==> config.mk <==
export PLATFORM = sky130hd
export DESIGN_NAME = fu_wb_scoreboard_flat
export DESIGN_NICKNAME = d
export VERILOG_FILES = /design/src/rtl/fu_sched_pkg.sv /design/src/rtl/fu_wb_scoreboard_if.sv /design/src/rtl/wb_slot_shifter.sv /design/src/rtl/fu_wb_scoreboard.sv /design/src/flat_wrapper.sv
export SDC_FILE = /design/constraint.sdc
export NUM_CORES = 1
export LEC_CHECK = 0
export CAP_MARGIN = 20
export CORE_MARGIN = 2
export CORE_UTILIZATION = 47
export DETAILED_ROUTE_END_ITERATION = 10
export DONT_BUFFER_PORTS = 1
export SETUP_SLACK_MARGIN = 0.02
export SLEW_MARGIN = 10
export SYNTH_ARGS = -nofsm -noshare
export SYNTH_HDL_FRONTEND = slang
export SYNTH_HIERARCHICAL = 1
export SYNTH_SLANG_ARGS = --single-unit
==> constraint.sdc <==
create_clock -name clk -period 16.45 [get_ports clk]
set_clock_uncertainty 0.05 [all_clocks]
set_input_delay 4.1125 -clock clk [delete_from_list [all_inputs] [get_ports clk]]
set_output_delay 4.1125 -clock clk [all_outputs]
set_load 0.01 [all_outputs]
==> src/rtl/fu_sched_pkg.sv <==
// Shared definitions for the FU writeback scheduler: FU ids, default
// latency/pipeline tables and the reservation-slot entry type.
package fu_sched_pkg;

   localparam logic [2:0] FU_NONE = 3'd0;
   localparam logic [2:0] FU_ALU  = 3'd1;
   localparam logic [2:0] FU_MEM  = 3'd2;
   localparam logic [2:0] FU_MUL  = 3'd3;
   localparam logic [2:0] FU_DIV  = 3'd4;
   localparam logic [2:0] FU_JUMP = 3'd5;

   // Widest FU id a slot entry can carry; FU_W of the top must not exceed it.
   localparam int MAX_FU_W = 4;

   localparam logic [24:0] DEF_FU_LAT  = {5'd2, 5'd24, 5'd7, 5'd2, 5'd1};
   localparam logic [4:0]  DEF_FU_PIPE = 5'b00100;

   typedef struct packed {
      logic                valid;
      logic [MAX_FU_W-1:0] fu;
      logic [4:0]          rd;
   } slot_entry_t;

endpackage

==> src/rtl/fu_wb_scoreboard_if.sv <==
// ID-side issue request and scoreboard status/writeback bundle.
interface fu_wb_scoreboard_if #(
   parameter int NUM_FU = 5,
   parameter int FU_W   = 3
);
   logic              issue_valid;
   logic [FU_W-1:0]   issue_fu;
   logic [4:0]        issue_rd;
   logic              issue_rd_used;
   logic [4:0]        issue_rs1;
   logic [4:0]        issue_rs2;
   logic              issue_rs1_used;
   logic              issue_rs2_used;
   logic              flush;
   logic              issue_ready;
   logic [3:0]        stall_cause;
   logic [NUM_FU-1:0] fu_busy;
   logic [31:0]       pending_regs;
   logic              wb_valid;
   logic [FU_W-1:0]   wb_fu;
   logic [4:0]        wb_rd;

   modport master (
      output issue_valid, issue_fu, issue_rd, issue_rd_used,
             issue_rs1, issue_rs2, issue_rs1_used, issue_rs2_used, flush,
      input  issue_ready, stall_cause, fu_busy, pending_regs,
             wb_valid, wb_fu, wb_rd
   );

   modport slave (
      input  issue_valid, issue_fu, issue_rd, issue_rd_used,
             issue_rs1, issue_rs2, issue_rs1_used, issue_rs2_used, flush,
      output issue_ready, stall_cause, fu_busy, pending_regs,
             wb_valid, wb_fu, wb_rd
   );
endinterface

==> src/rtl/wb_slot_shifter.sv <==
// Writeback reservation array: every entry moves one slot closer to WB per
// cycle; one indexed insert per cycle overrides the shifted-in value.
module wb_slot_shifter
   import fu_sched_pkg::*;
#(
   parameter int DEPTH = 32,
   parameter int IDX_W = $clog2(DEPTH)
) (
   input  logic             clk,
   input  logic             rst,
   input  logic             ins_valid,
   input  logic [IDX_W-1:0] ins_idx,
   input  slot_entry_t      ins_entry,
   output logic [DEPTH-1:0] slot_valid,
   output slot_entry_t      head
);

   slot_entry_t slot_q [DEPTH];
   slot_entry_t slot_d [DEPTH];

   always_comb begin
      for (int i = 0; i < DEPTH - 1; i++) begin
         slot_d[i] = slot_q[i + 1];
      end
      slot_d[DEPTH - 1] = '0;
      if (ins_valid) begin
         slot_d[ins_idx] = ins_entry;
      end
   end

   always_ff @(posedge clk or posedge rst) begin
      if (rst) begin
         slot_q <= '{default: '0};
      end else begin
         slot_q <= slot_d;
      end
   end

   for (genvar gi = 0; gi < DEPTH; gi++) begin : g_valid
      assign slot_valid[gi] = slot_q[gi].valid;
   end

   assign head = slot_q[0];

endmodule

==> src/rtl/fu_wb_scoreboard.sv <==
// Issue-hazard check and writeback-port scheduler between ID and the FU array:
// per-register pending table, per-FU busy table and a latency-indexed slot ring.
module fu_wb_scoreboard
   import fu_sched_pkg::*;
#(
   parameter int                NUM_FU  = 5,
   parameter int                FU_W    = 3,
   parameter int                DEPTH   = 32,
   parameter logic [5*NUM_FU-1:0] FU_LAT  = DEF_FU_LAT,
   parameter logic [NUM_FU-1:0]   FU_PIPE = DEF_FU_PIPE
) (
   input logic              clk,
   input logic              rst,
   fu_wb_scoreboard_if.slave bus
);

   localparam int IDX_W = (DEPTH > 1) ? $clog2(DEPTH) : 1;

   if (NUM_FU >= (1 << FU_W)) begin : g_bad_fu_w
      $error("fu_wb_scoreboard: NUM_FU does not fit in FU_W");
   end
   if (FU_W > MAX_FU_W) begin : g_bad_entry_w
      $error("fu_wb_scoreboard: FU_W wider than slot entry fu field");
   end

   logic [4:0] lat_tab [NUM_FU];
   for (genvar gi = 0; gi < NUM_FU; gi++) begin : g_lat
      assign lat_tab[gi] = FU_LAT[gi*5 +: 5];
      if (FU_LAT[gi*5 +: 5] < 1 || FU_LAT[gi*5 +: 5] > DEPTH) begin : g_bad_lat
         $error("fu_wb_scoreboard: FU latency outside 1..DEPTH");
      end
   end

   logic [31:0]       pending_q, pending_d;
   logic [NUM_FU-1:0] fu_busy_q, fu_busy_d;

   logic              fu_ok, pipe_sel, busy_sel;
   logic [4:0]        lat;
   logic              haz_struct, haz_raw, haz_waw, haz_slot;
   logic [3:0]        stall;
   logic              ready, fire;
   logic [4:0]        rd_eff;
   logic [DEPTH-1:0]  slot_valid;
   slot_entry_t       head, ins_entry;
   logic [IDX_W-1:0]  ins_idx;

   // Decode the target FU; ids 0 and above NUM_FU never hazard and never fire.
   always_comb begin
      fu_ok    = 1'b0;
      lat      = 5'd1;
      pipe_sel = 1'b0;
      busy_sel = 1'b0;
      for (int i = 0; i < NUM_FU; i++) begin
         if (bus.issue_fu == FU_W'(i + 1)) begin
            fu_ok    = 1'b1;
            lat      = lat_tab[i];
            pipe_sel = FU_PIPE[i];
            busy_sel = fu_busy_q[i];
         end
      end
   end

   always_comb begin
      haz_struct = busy_sel & ~pipe_sel;
      haz_raw    = (bus.issue_rs1_used && bus.issue_rs1 != 5'd0 && pending_q[bus.issue_rs1]) ||
                   (bus.issue_rs2_used && bus.issue_rs2 != 5'd0 && pending_q[bus.issue_rs2]);
      haz_waw    = bus.issue_rd_used && bus.issue_rd != 5'd0 && pending_q[bus.issue_rd];
      // slot[L] shifts into slot[L-1] at the same edge the new op lands there.
      haz_slot   = (int'(lat) < DEPTH) && slot_valid[IDX_W'(lat)];
      stall      = fu_ok ? {haz_slot, haz_waw, haz_raw, haz_struct} : 4'b0000;
      ready      = ~bus.flush & ~(|stall);
      fire       = bus.issue_valid & ready & fu_ok;
      rd_eff     = bus.issue_rd_used ? bus.issue_rd : 5'd0;
      ins_idx    = IDX_W'(lat - 5'd1);
      ins_entry  = '{valid: 1'b1, fu: MAX_FU_W'(bus.issue_fu), rd: rd_eff};
   end

   wb_slot_shifter #(
      .DEPTH (DEPTH),
      .IDX_W (IDX_W)
   ) u_slots (
      .clk        (clk),
      .rst        (rst),
      .ins_valid  (fire),
      .ins_idx    (ins_idx),
      .ins_entry  (ins_entry),
      .slot_valid (slot_valid),
      .head       (head)
   );

   // Retire clears first so a same-edge set wins.
   always_comb begin
      pending_d = pending_q;
      fu_busy_d = fu_busy_q;
      if (head.valid) begin
         pending_d[head.rd] = 1'b0;
      end
      if (fire && rd_eff != 5'd0) begin
         pending_d[rd_eff] = 1'b1;
      end
      pending_d[0] = 1'b0;
      for (int i = 0; i < NUM_FU; i++) begin
         if (head.valid && head.fu == MAX_FU_W'(i + 1)) begin
            fu_busy_d[i] = 1'b0;
         end
         if (fire && !pipe_sel && bus.issue_fu == FU_W'(i + 1)) begin
            fu_busy_d[i] = 1'b1;
         end
      end
   end

   always_ff @(posedge clk or posedge rst) begin
      if (rst) begin
         pending_q <= '0;
         fu_busy_q <= '0;
      end else begin
         pending_q <= pending_d;
         fu_busy_q <= fu_busy_d;
      end
   end

   assign bus.issue_ready  = ready;
   assign bus.stall_cause  = stall;
   assign bus.fu_busy      = fu_busy_q;
   assign bus.pending_regs = pending_q;
   assign bus.wb_valid     = head.valid;
   assign bus.wb_fu        = FU_W'(head.fu);
   assign bus.wb_rd        = head.rd;

endmodule

==> src/flat_wrapper.sv <==
// flat-port wrapper written by rule: the top's interface ports become plain ports
module fu_wb_scoreboard_flat import fu_sched_pkg::*;
#(
   parameter int                NUM_FU  = 5,
   parameter int                FU_W    = 3,
   parameter int                DEPTH   = 32,
   parameter logic [5*NUM_FU-1:0] FU_LAT  = DEF_FU_LAT,
   parameter logic [NUM_FU-1:0]   FU_PIPE = DEF_FU_PIPE
)
  (clk, rst, bus_issue_valid, bus_issue_fu, bus_issue_rd, bus_issue_rd_used, bus_issue_rs1, bus_issue_rs2, bus_issue_rs1_used, bus_issue_rs2_used, bus_flush, bus_issue_ready, bus_stall_cause, bus_fu_busy, bus_pending_regs, bus_wb_valid, bus_wb_fu, bus_wb_rd);
  fu_wb_scoreboard_if #(.NUM_FU(NUM_FU), .FU_W(FU_W)) bus_i ();
  input logic clk;
  input logic rst;
  input wire logic [$bits(bus_i.issue_valid)-1:0] bus_issue_valid;
  input wire logic [$bits(bus_i.issue_fu)-1:0] bus_issue_fu;
  input wire logic [$bits(bus_i.issue_rd)-1:0] bus_issue_rd;
  input wire logic [$bits(bus_i.issue_rd_used)-1:0] bus_issue_rd_used;
  input wire logic [$bits(bus_i.issue_rs1)-1:0] bus_issue_rs1;
  input wire logic [$bits(bus_i.issue_rs2)-1:0] bus_issue_rs2;
  input wire logic [$bits(bus_i.issue_rs1_used)-1:0] bus_issue_rs1_used;
  input wire logic [$bits(bus_i.issue_rs2_used)-1:0] bus_issue_rs2_used;
  input wire logic [$bits(bus_i.flush)-1:0] bus_flush;
  output wire logic [$bits(bus_i.issue_ready)-1:0] bus_issue_ready;
  output wire logic [$bits(bus_i.stall_cause)-1:0] bus_stall_cause;
  output wire logic [$bits(bus_i.fu_busy)-1:0] bus_fu_busy;
  output wire logic [$bits(bus_i.pending_regs)-1:0] bus_pending_regs;
  output wire logic [$bits(bus_i.wb_valid)-1:0] bus_wb_valid;
  output wire logic [$bits(bus_i.wb_fu)-1:0] bus_wb_fu;
  output wire logic [$bits(bus_i.wb_rd)-1:0] bus_wb_rd;
  assign bus_i.issue_valid = bus_issue_valid;
  assign bus_i.issue_fu = bus_issue_fu;
  assign bus_i.issue_rd = bus_issue_rd;
  assign bus_i.issue_rd_used = bus_issue_rd_used;
  assign bus_i.issue_rs1 = bus_issue_rs1;
  assign bus_i.issue_rs2 = bus_issue_rs2;
  assign bus_i.issue_rs1_used = bus_issue_rs1_used;
  assign bus_i.issue_rs2_used = bus_issue_rs2_used;
  assign bus_i.flush = bus_flush;
  assign bus_issue_ready = bus_i.issue_ready;
  assign bus_stall_cause = bus_i.stall_cause;
  assign bus_fu_busy = bus_i.fu_busy;
  assign bus_pending_regs = bus_i.pending_regs;
  assign bus_wb_valid = bus_i.wb_valid;
  assign bus_wb_fu = bus_i.wb_fu;
  assign bus_wb_rd = bus_i.wb_rd;
  fu_wb_scoreboard #(.NUM_FU(NUM_FU), .FU_W(FU_W), .DEPTH(DEPTH), .FU_LAT(FU_LAT), .FU_PIPE(FU_PIPE)) u_core (.clk(clk), .rst(rst), .bus(bus_i));
endmodule
======== Word level (Yosys, flattened, before mapping) ========
Cells that the tools add are included.
Widths: inputs -> output; s select.
operators by class
  add/subtract/negate cells ............... 1
  magnitude comparators ................... 10
  equality and inequality tests ........... 10
  muxes and demuxes ....................... 47
  bitwise logic cells ..................... 11
  reduce and logical (&&, ||, !) cells .... 33
operators by type and width
  kind                count
  $bwmux 320          1
  $mux 320            1
  $mux 32             2
  $demux 10 s5        1
  $lt 5x6->1 const B  6
  $and 32x32->32      1
  $not 32->32         1
  $or 32x32->32       1
  $mux 1              29
  $logic_and 1x1->1   21
  $bmux 1 s5          4
  $reduce_bool 5->1   4
  $mux 5              3
  $demux 1 s5         2
  $ge 5x1->1 const B  2
  $mux 10             1
  $reduce_bool 2->1   5
  $eq 4x2->1 const B  2
  $eq 4x3->1 const B  2
  $eq 3x2->1 const B  2
  $eq 3x3->1 const B  2
  $ge 6x6->1 const B  1
  $lt 6x1->1 const B  1
  $not 5->6           1
  other kinds (11)    16
word-level totals
  register bits ........................... 356
  input bits .............................. 25

======== Longest topological paths before layout ========
  depth after elaboration ................. 16
  mapped depth ............................ 13
  gate-level depth less buffers ........... 9

======== Cells and area by module ========
Netlist, hierarchy kept.
by module, submodules not included
  module            instances  cells an instance  area an instance (µm²)
  wb_slot_shifter   1          771                12376.9
  fu_wb_scoreboard  1          304                2915.3

======== Worst setup path after synthesis ========
Ideal clock, no wire load.
  kind .................................... input to output
  start point ............................. in bus_issue_fu[2]
  end point ............................... out bus_issue_ready
  arrival ................................. 5638 ps
  path slack .............................. 6649 ps
  stages .................................. 7
  buffers on the path ..................... 1
  cell sequence ........................... clkbuf_1 > mux2_2 > a21oi_1 > o22ai_1 > nor3_1 > nand2_1 > a21oi_1
on the way
  cells in the longest elaborated chain, start to end .. 11
  elaborated cells on any way between the ends .. 30
  those cells by class .................... eq/ne (5); mux (20); bitwise (4); reduce/logical (1)
ends and longest elaborated chain
  element                       line                    source
  from (decl)                   flat_wrapper.sv:15      input wire logic [$bits(bus_i.issue_fu)-1:0] bus_issue_fu;
  $eq 3x2->1                    fu_wb_scoreboard.sv:54  if (bus.issue_fu == FU_W'(i + 1)) begin
  $mux 2                        fu_wb_scoreboard.sv:54
  $mux 3                        fu_wb_scoreboard.sv:54
  $mux 5 (2 in series)          fu_wb_scoreboard.sv:54
  $bmux 1 s5                    fu_wb_scoreboard.sv:69  haz_slot = (int'(lat) < DEPTH) && slot_valid[IDX_W'(lat)];
  $mux 1 (not written as such)  fu_wb_scoreboard.sv:69
  $mux 4 *                      fu_wb_scoreboard.sv:70  stall = fu_ok ? {haz_slot, haz_waw, haz_raw, haz_struct} : 4'b0000;
  via bus_stall_cause[3]        flat_wrapper.sv:24      output wire logic [$bits(bus_i.stall_cause)-1:0] bus_stall_cause;
  $reduce_or 4->1 *             fu_wb_scoreboard.sv:71  ready = ~bus.flush & ~(|stall);
  $not 1->1 *                   fu_wb_scoreboard.sv:71
  $and 1x1->1 *                 fu_wb_scoreboard.sv:71
  to (decl)                     flat_wrapper.sv:23      output wire logic [$bits(bus_i.issue_ready)-1:0] bus_issue_ready;
Mark *: on every way through the listed nets, which the timed path passes. The rest lies on a longest branch. The select of a mux whose other input is x is not followed.

======== Worst setup path in the final report ========
Same ends and word-level chain as after synthesis.

==> run metrics <==
CTS Buffer Depth 3; met1 WL 14600 um; vias in the first global route 8544; Final period util 0.607; Worst Path Required 12.29 ns; RD Place Congestion 0.821; RSZ-0062 raised after global routing no; H-Tree Depth 2; initial core utilization 0.478; crit path launch bus_issue_fu[2]; antenna viol nets, final 0; Routed WL 31200 um; Core Region 0.0316 mm^2; metal2 WL 14400 um; Syn-to-layout area delta 10.0%; Post-Syn Area per Cell 14.4 um^2; total grt overflow 0; die area 0.0335 mm^2; via/cell ratio 5.68; Final #Nets 1059; antenna cells 0; worst skew pair latency 0.52 ns; CP dominant cell by count a21oi_1; fmax 100 MHz; top cell family by delay on the critical path simple AND/OR/NAND/NOR gates; antenna violations before repair 1; wire length on met3 1710 um; # clock sinks 356; CP max-delay cell nor3_1; synthesized area 0.0151 mm^2; PortBufs 0; clock group share of total power 0.469; data arrival time of the critical path 5.82 ns; Multi-input gate area 0.00582 mm^2; combinational power share 0.033; cts bufs inserted 39; fill cell count 2661; status finished, final reports clean; Ys Warns 6; Pwr per Cell Area 107 mW/mm^2; Worst Setup Start Kind input pin; Die Ht 183 um; share of power burned in registers 0.498; WS Path Type in2out; total number of vias 8310; drt wl/cell 21.4 um; clock transition at the registers of the reported paths 0.05 ns; Buf/Inv on CP 0; hold_sp u_core/u_slots/slot_q[101]; worst hold-check path type reg2reg; first-pass GRT wire length 50300 um; final setup fails 0; # rows 65; Critical Path Max Stage Delay 0.58 ns; reg2reg start u_core/u_slots/slot_valid[2]; clock root cell clkbuf_16; gr usage total 0.191; leak pwr 7.89 nW; drc violations 0; register area 0.00891 mm^2; total power 1.77 mW; post-synthesis instance total 1047; VDD IR max 0.0683 mV; worst rel slew slack 0.298; Tightest Pin Transition 1.05 ns; Pre-antenna DRT Iters 6; CP Capture Type primary output; Final HPWL DP 18900 um; setup bufs post-CTS 0; CTS tree done; Max Slew Vio Count 0; hold_buf cts 0; die width 183 um; first-iteration detailed-routing DRC count 482; Switching Power 0.377 mW; Max Used Layer met4; crit path time final 9.98 ns; largest net degree at the start of global routing 197; setup TNS 0 ns; Max-Cap Viols 0; worst path cell trace mux2_2 -> a21oi_1 -> o22ai_1 -> nor3_1 -> nand2_1 -> a21oi_1; net switching fraction of the power 0.213; I/O pin count 76; share of layout cells above drive strength 1 0.425; Int Pwr 1.39 mW; Fin. Hold Viols 0; CP max FO 42; post_cts resized 0
==> registers in the layout (all words and copies together), names as in the netlist <==
signal and flops:
u_core/u_slots/head 10, u_core/u_slots/slot_q 279, u_core/bus.fu_busy 5, u_core/u_slots/slot_valid 31, u_core/bus.pending_regs 31
==> cell type report <==
| cell class | instances | area share |
|---|---|---|
| sequential | 356 | 0.537 |
| multi-input combinational | 620 | 0.351 |
| clock buffer | 62 | 0.0725 |
| tap | 402 | 0.0303 |
| timing repair buffer | 9 | 0.00482 |
| clock inverter | 5 | 0.00256 |
| inverter | 8 | 0.00226 |
==> metal layers <==
layer	global-route usage	vias up
met3	0.0383	40
met2	0.299	194
met5	0	-
met4	0.0445	0
met1	0.277	4369
li1	-	3707
==> power groups by stage <==
stage / Clock (mW) / Sequential [mW] / Combinational, mW
after floorplan: 0 / 0.897 / 0.0519
after global routing: 0.892 / 0.881 / 0.0662
final: 0.830 / 0.882 / 0.0588
after CTS: 0.854 / 0.881 / 0.0589
after global placement: 0 / 0.897 / 0.0586
after detailed placement: 0 / 0.897 / 0.0588
==> worst paths after layout <==
kind                                               to  slack, ns  depth (start not counted)
max                                   bus_issue_ready       6.47                          6
min in group asynchronous       u_core/bus.fu_busy[2]       3.54                          2
min                        u_core/u_slots/slot_q[111]       0.42                          1
max in group asynchronous   u_core/u_slots/slot_q[34]      11.24                          2
max reg2reg                u_core/u_slots/slot_q[112]      12.08                          9
min reg2reg                u_core/u_slots/slot_q[111]       0.42                          1
==> metrics by stage <==
stage               hold slack [ns]  instance area [um^2]  worst slack, ns   util  cells
global route                  0.429                 16600             6.41  0.526   1462
floorplan                     0.404                 15100             3.43      -   1064
finish                        0.420                 16600             6.47  0.526   1462
global placement              0.406                 15400             6.53  0.486   1395
detailed placement            0.410                 15400             6.53  0.486   1395
CTS                           0.421                 16600             6.52  0.526   1462
==> cell usage in the layout, fill, tap and decap left out, drive strengths merged, types with 2 or more instances in the layout <==
cell type / n
clkinv: 3
mux2: 319
nor2b: 6
inv: 9
and2: 16
o31ai: 3
o22ai: 3
and3b: 3
nor2: 24
or3: 7
nand4: 3
mux4: 18
a21oi: 5
mux2i: 11
nand3b: 8
dfrtp: 356
or3b: 3
conb: 19
nor3: 8
nand2: 37
nand4b: 3
a221oi: 2
o41ai: 17
buf: 9
nand2b: 10
nand3: 25
clkbuf: 62
nor3b: 2
and4bb: 3
o21ai: 52
(Power assumes the default switching activity.)
